File: config.mk
export PLATFORM = sky130hd
export DESIGN_NAME = fetch_hazard_ctrl_flat
export DESIGN_NICKNAME = d
export VERILOG_FILES = /design/src/rtl/fetch_hazard_ctrl_if.sv /design/src/rtl/fetch_hazard_ctrl.sv /design/src/flat_wrapper.sv
export SDC_FILE = /design/constraint.sdc
export NUM_CORES = 1
export LEC_CHECK = 0
export CAP_MARGIN = 20
export CORE_AREA = 2 2 62 64
export DETAILED_ROUTE_END_ITERATION = 8
export DIE_AREA = 0 0 64 66
export PLACE_DENSITY = 0.73
export SYNTH_ARGS = -nofsm -noshare
export SYNTH_HDL_FRONTEND = slang
export SYNTH_SLANG_ARGS = --single-unit
export TNS_END_PERCENT = 5
File: constraint.sdc
create_clock -name clk -period 2.03 [get_ports clk]
set_input_delay 0.406 -clock clk [delete_from_list [all_inputs] [get_ports clk]]
set_output_delay 0.406 -clock clk [all_outputs]
set_load 0.01 [all_outputs]
File: src/rtl/fetch_hazard_ctrl_if.sv
// Bundle of hazard inputs and pipeline-control outputs between the
// datapath (master) and the fetch/decode hazard controller (slave).
interface fetch_hazard_ctrl_if #(
   parameter int CNT_W = 16
);
   logic [4:0]       id_rs;
   logic [4:0]       id_rt;
   logic             id_uses_rt;
   logic             ex_mem_read;
   logic [4:0]       ex_rt;
   logic             branch_taken;
   logic             jump;
   logic             halt_instr;
   logic             resume;
   logic             ext_stall;
   logic             pc_en;
   logic             if_id_en;
   logic             if_id_flush;
   logic             id_ex_flush;
   logic             halted;
   logic [CNT_W-1:0] stall_count;

   modport master (
      output id_rs, id_rt, id_uses_rt, ex_mem_read, ex_rt,
             branch_taken, jump, halt_instr, resume, ext_stall,
      input  pc_en, if_id_en, if_id_flush, id_ex_flush, halted, stall_count
   );

   modport slave (
      input  id_rs, id_rt, id_uses_rt, ex_mem_read, ex_rt,
             branch_taken, jump, halt_instr, resume, ext_stall,
      output pc_en, if_id_en, if_id_flush, id_ex_flush, halted, stall_count
   );
endinterface

File: src/rtl/fetch_hazard_ctrl.sv
// Fetch/decode boundary control: resolves load-use hazards, redirects,
// instruction-memory wait states, external freeze and halt/resume.
// Control outputs are Mealy (same-cycle); halted and stall_count are registered.
module fetch_hazard_ctrl #(
   parameter int WAIT_CYCLES = 0,
   parameter int CNT_W       = 16
) (
   input  logic                clk,
   input  logic                reset,
   fetch_hazard_ctrl_if.slave  bus
);

   typedef enum logic [1:0] {ST_RUN, ST_WAIT, ST_HALT} state_t;

   // wait_cnt is loaded with WAIT_CYCLES-1 so that count 0 is the last wait cycle
   localparam logic [3:0] WAIT_LD = (WAIT_CYCLES > 0) ? 4'(WAIT_CYCLES - 1) : 4'd0;

   state_t           r_state, w_state_nxt;
   logic [3:0]       r_wait_cnt, w_wait_nxt;
   logic             r_halted;
   logic [CNT_W-1:0] r_stall_cnt;

   logic w_load_use, w_redirect;
   logic w_pc_en, w_if_id_en, w_if_id_flush, w_id_ex_flush;

   assign w_load_use = bus.ex_mem_read && (bus.ex_rt != 5'd0) &&
                       ((bus.ex_rt == bus.id_rs) ||
                        (bus.id_uses_rt && (bus.ex_rt == bus.id_rt)));
   assign w_redirect = bus.branch_taken || bus.jump;

   // State register: ext_stall freezes state and wait counter in place
   always_ff @(posedge clk or negedge reset) begin
      if (!reset) begin
         r_state    <= ST_RUN;
         r_wait_cnt <= 4'd0;
      end else begin
         r_state    <= w_state_nxt;
         r_wait_cnt <= w_wait_nxt;
      end
   end

   // Next-state logic; every PC advance opens a wait window when one is configured
   always_comb begin
      w_state_nxt = r_state;
      w_wait_nxt  = r_wait_cnt;
      if (!bus.ext_stall) begin
         case (r_state)
            ST_RUN: begin
               if (w_load_use) begin
                  w_state_nxt = ST_RUN;
               end else if (bus.halt_instr) begin
                  w_state_nxt = ST_HALT;
               end else if (WAIT_CYCLES > 0) begin
                  w_state_nxt = ST_WAIT;
                  w_wait_nxt  = WAIT_LD;
               end
            end
            ST_WAIT: begin
               if (r_wait_cnt == 4'd0) w_state_nxt = ST_RUN;
               else                    w_wait_nxt  = r_wait_cnt - 4'd1;
            end
            ST_HALT: begin
               if (bus.resume) w_state_nxt = ST_RUN;
            end
            default: w_state_nxt = ST_RUN;
         endcase
      end
   end

   // Output logic: freeze and reset force every control low, else act on state
   always_comb begin
      w_pc_en       = 1'b0;
      w_if_id_en    = 1'b0;
      w_if_id_flush = 1'b0;
      w_id_ex_flush = 1'b0;
      if (reset && !bus.ext_stall) begin
         case (r_state)
            ST_RUN: begin
               if (w_load_use) begin
                  w_id_ex_flush = 1'b1;
               end else if (bus.halt_instr) begin
                  w_if_id_flush = 1'b1;
               end else begin
                  w_pc_en       = 1'b1;
                  w_if_id_en    = 1'b1;
                  w_if_id_flush = w_redirect;
               end
            end
            ST_WAIT, ST_HALT: w_id_ex_flush = 1'b1;
            default: w_id_ex_flush = 1'b0;
         endcase
      end
   end

   // Halted flag and saturating stall counter; HALT cycles are not stalls
   always_ff @(posedge clk or negedge reset) begin
      if (!reset) begin
         r_halted    <= 1'b0;
         r_stall_cnt <= '0;
      end else begin
         r_halted <= (w_state_nxt == ST_HALT);
         if (!w_pc_en && (r_state != ST_HALT) && (r_stall_cnt != {CNT_W{1'b1}}))
            r_stall_cnt <= r_stall_cnt + 1'b1;
      end
   end

   assign bus.pc_en       = w_pc_en;
   assign bus.if_id_en    = w_if_id_en;
   assign bus.if_id_flush = w_if_id_flush;
   assign bus.id_ex_flush = w_id_ex_flush;
   assign bus.halted      = r_halted;
   assign bus.stall_count = r_stall_cnt;

endmodule

File: src/flat_wrapper.sv
// flat-port wrapper written by rule: the top's interface ports become plain ports
module fetch_hazard_ctrl_flat 
#(
   parameter int WAIT_CYCLES = 0,
   parameter int CNT_W       = 16
)
  (clk, reset, bus_id_rs, bus_id_rt, bus_id_uses_rt, bus_ex_mem_read, bus_ex_rt, bus_branch_taken, bus_jump, bus_halt_instr, bus_resume, bus_ext_stall, bus_pc_en, bus_if_id_en, bus_if_id_flush, bus_id_ex_flush, bus_halted, bus_stall_count);
  fetch_hazard_ctrl_if #(.CNT_W(CNT_W)) bus_i ();
  input  logic clk;
  input  logic reset;
  input wire logic [$bits(bus_i.id_rs)-1:0] bus_id_rs;
  input wire logic [$bits(bus_i.id_rt)-1:0] bus_id_rt;
  input wire logic [$bits(bus_i.id_uses_rt)-1:0] bus_id_uses_rt;
  input wire logic [$bits(bus_i.ex_mem_read)-1:0] bus_ex_mem_read;
  input wire logic [$bits(bus_i.ex_rt)-1:0] bus_ex_rt;
  input wire logic [$bits(bus_i.branch_taken)-1:0] bus_branch_taken;
  input wire logic [$bits(bus_i.jump)-1:0] bus_jump;
  input wire logic [$bits(bus_i.halt_instr)-1:0] bus_halt_instr;
  input wire logic [$bits(bus_i.resume)-1:0] bus_resume;
  input wire logic [$bits(bus_i.ext_stall)-1:0] bus_ext_stall;
  output wire logic [$bits(bus_i.pc_en)-1:0] bus_pc_en;
  output wire logic [$bits(bus_i.if_id_en)-1:0] bus_if_id_en;
  output wire logic [$bits(bus_i.if_id_flush)-1:0] bus_if_id_flush;
  output wire logic [$bits(bus_i.id_ex_flush)-1:0] bus_id_ex_flush;
  output wire logic [$bits(bus_i.halted)-1:0] bus_halted;
  output wire logic [$bits(bus_i.stall_count)-1:0] bus_stall_count;
  assign bus_i.id_rs = bus_id_rs;
  assign bus_i.id_rt = bus_id_rt;
  assign bus_i.id_uses_rt = bus_id_uses_rt;
  assign bus_i.ex_mem_read = bus_ex_mem_read;
  assign bus_i.ex_rt = bus_ex_rt;
  assign bus_i.branch_taken = bus_branch_taken;
  assign bus_i.jump = bus_jump;
  assign bus_i.halt_instr = bus_halt_instr;
  assign bus_i.resume = bus_resume;
  assign bus_i.ext_stall = bus_ext_stall;
  assign bus_pc_en = bus_i.pc_en;
  assign bus_if_id_en = bus_i.if_id_en;
  assign bus_if_id_flush = bus_i.if_id_flush;
  assign bus_id_ex_flush = bus_i.id_ex_flush;
  assign bus_halted = bus_i.halted;
  assign bus_stall_count = bus_i.stall_count;
  fetch_hazard_ctrl #(.WAIT_CYCLES(WAIT_CYCLES), .CNT_W(CNT_W)) u_core (.clk(clk), .reset(reset), .bus(bus_i));
endmodule
==> results.md <==
* Final Max Slew Viols at 0
* Setup TNS at -0.497 ns
* Fmax at 459 MHz
* HP Class: reg2reg
* Hold Violations, Final at 0
* Row cnt at 22
* Post-Syn Area per Cell at 9.88 µm²
* Synth async-reset ratio at 1.00
* Initial Util at 0.392
* Clock Latency Late Sink at 0.31 ns
* GR Layer Usage met3 at 0.0153
* Layout fillers at 322
* Vias in the first global route at 1,333
* Crit Path Class: in2out
* Maximum VDD drop at 0.000399 V
* Seq/Total Area, Yosys at 0.413
* Place WS at -0.926 ns
* Layout cells sized above 1 at 0.263
* Failing checks: setup timing
* Area growth, synth to finish at 50.1%
* Crit Path Max Fanout at 3
* Post-route cell area at 2090 µm²
* Num CTS Buffers at 3
* DRC viols at 0
* Post-Synthesis Cells at 141
* Worst Skew at 0.00428 ns
* Die X at 64 µm
* CTS max path bufs at 2
* # clock sinks at 23
* Post-synth EDFFs at 0
* Seq cells post-synth at 23
* Status: finished with violations
* I/O pins at 45
* Worst setup SP type: input pin
* Crit path capture: bus_if_id_en
* Period minus WS final at 2.18 ns
* Total core area at 3550 µm²
* Crit. End Element: output port
* Predominant post-synthesis flop cell: dfrtp_1
* Netlist cell types at 33
* CP required at 1.62 ns
* Fin crit share at 1.07
* R2r startpoint: u_core.r_state[1]
* Reg2reg setup slack at 0.15 ns
* FF-to-FF path depth at 7
* RSZ-0062 raised after global routing: true
* Initial antenna violation count at 0
* Most crowded layer after global routing: met2
* # nets final at 236
* Root buffer cell: clkbuf_4
* Total gr overflow at 0
* Detailed-route vias per instance at 5.14
* TritonCTS clock tree: yes
* Endpoints failing setup at 5
* Worst slew pin tran at 0.440 ns
* Pin count of the biggest net entering global routing at 24
* First-pass GRT wire length at 5.51 mm
* Power Dens Cells at 782 nW/µm²
* Ys Warns at 0
* Detailed placement HPWL at 2.60 mm
* Met2 Resource Use GR at 0.344
* CTS hold repair buffers at 0
* DRT Wirelength at 3.28 mm
* I/O Buffers at 44
* Max_cap viols at 0
* Crit path launch: bus_ex_rt[1]
* Mapped Area at 1390 µm²
* Capture point of the worst reg-to-reg path: u_core.bus.stall_count[15]
* Die H at 66 µm
* GRT Util Overall at 0.168
* Post-Syn Nets at 171
* WL/cell at 13.0 µm
* Area after DPL at 2000 µm²
* Initial DRC count at 56
* Max-slew headroom at 0.704
* Setup WS post-layout at -0.151 ns
* FF/Latch Area at 576 µm²
* Hold path cells at 1
* Antenna diodes at 0
* Area of the multi-input gates at 841 µm²
* Fin util at 0.589
* Met1 GRT Util at 0.168
* Total power at 1.64 mW
* Critical Path AT at 1.77 ns
* CTS clk-pin slew, worst paths at 0.12 ns
* LEAKAGE at 0.912 nW
* DRT Pass-1 Iters at 4
* Routability congestion estimate at 0.880
* Routed Antenna Nets at 0
* CTS H-tree lvls at 1
* Die ar. at 4220 µm²
* Vias after detailed routing at 1,300
## report_power, final
part / switching, mW / internal (mW) / total, mW
sequential: 0.105 / 0.552 / 0.658
clock: 0.139 / 0.0752 / 0.214
combinational: 0.345 / 0.418 / 0.763
total: 0.590 / 1.05 / 1.64
## cell usage in the layout, fill, tap and decap left out, types with 5 or more instances in the layout
cell             Yosys  final
clkdlybuf4s50_1      0     25
dfrtp_1             23     23
buf_4                2     18
xnor2_1             16     16
nor2_1              10     10
nand2_1             10     10
nand3_1             10     10
xor2_1               9      6
a21oi_1              6      6
ha_1                 6      6
dlygate4sd2_1        0      6
buf_2                0      6
inv_1                6      5
and3_1               5      5
nand4_1              5      5
buf_6                0      5
## worst max-delay path, cell delays in order
cell,delay (ns)
buf_4,0.13
xor2_2,0.15
nor4_2,0.31
a32oi_2,0.18
buf_4,0.17
o211ai_4,0.25
inv_4,0.06
buf_6,0.12
## cell families (layout without fill, tap and decap cells)
group / after synthesis / in the layout / share of synthesized area
multiplexers: 2 / 2 / 0.0162
XOR/XNOR: 25 / 25 / 0.157
buffers and inverters: 9 / 73 / 0.0296
AO/OA/AOI/OAI: 17 / 17 / 0.0908
flip-flops: 23 / 23 / 0.413
adder cells (fa/ha/maj): 6 / 6 / 0.0539
AND/OR/NAND/NOR: 59 / 59 / 0.239
## timing repair
action | 4_1_cts | 5_1_grt
hold endpoints to repair | 0 | 0
setup buffers | 4 | 0
pin swaps | 17 | 6
gates resized for setup | 63 | 15
endpoints found under the setup margin | 21 | 11
## through the flow
step	hold WS [ns]	instances
finish	0.490	253
CTS	0.493	253
floorplan	0.110	141
global route	0.517	253
global placement	0.467	245
detailed placement	0.467	245
## final cells by class
cell class	instances	area share
clock buffers	3	0.0108
inverters	6	0.0120
clock inverters	1	0.00359
well taps	48	0.0287
repair buffers	63	0.268
multi-input cells	109	0.402
flip-flops and latches	23	0.275
## synthesized netlist by cell type, types with 2 or more instances
library cell   n  area (µm²)
nor3_1         6        30.0
nand2_1       10        37.5
xnor2_1       16         140
buf_4          2        15.0
nor2_1        10        37.5
nand3_1       10        50.1
nor2b_1        2        12.5
nand4_1        5        31.3
and3_1         5        31.3
nand3b_1       2        15.0
and4_1         2        17.5
dfrtp_1       23         576
inv_1          6        22.5
xor2_1         9        78.8
ha_1           6        75.1
nand2b_1       2        12.5
a21oi_1        6        30.0
o21ai_0        4        20.0
## layer usage
layer	part of all wire	wire (µm)	vias to the layer above
met5	0	0	-
met2	0.54	1770	51
li1	-	-	620
met3	0.052	171	6
met1	0.39	1280	623
met4	0.019	61	0
## state kept, by name, indices dropped and copies added (netlist names)
name	cells
u_core.r_wait_cnt	4
u_core.bus.stall_count	16
u_core.bus.halted	1
u_core.r_state	2
## how the worst min path moves through the flow
| stage | from | to | slack (ns) |
|---|---|---|---|
| finish | u_core.r_wait_cnt[3] | u_core.r_wait_cnt[3] | 0.49 |
| global route | u_core.r_wait_cnt[3] | u_core.r_wait_cnt[3] | 0.52 |
| detailed placement | u_core.r_wait_cnt[3] | u_core.r_wait_cnt[3] | 0.47 |
| floorplan | reset | u_core.bus.halted | 0.11 |
| CTS | u_core.r_wait_cnt[3] | u_core.r_wait_cnt[3] | 0.49 |
| global placement | u_core.r_wait_cnt[3] | u_core.r_wait_cnt[3] | 0.47 |
(Power assumes the default switching activity.)
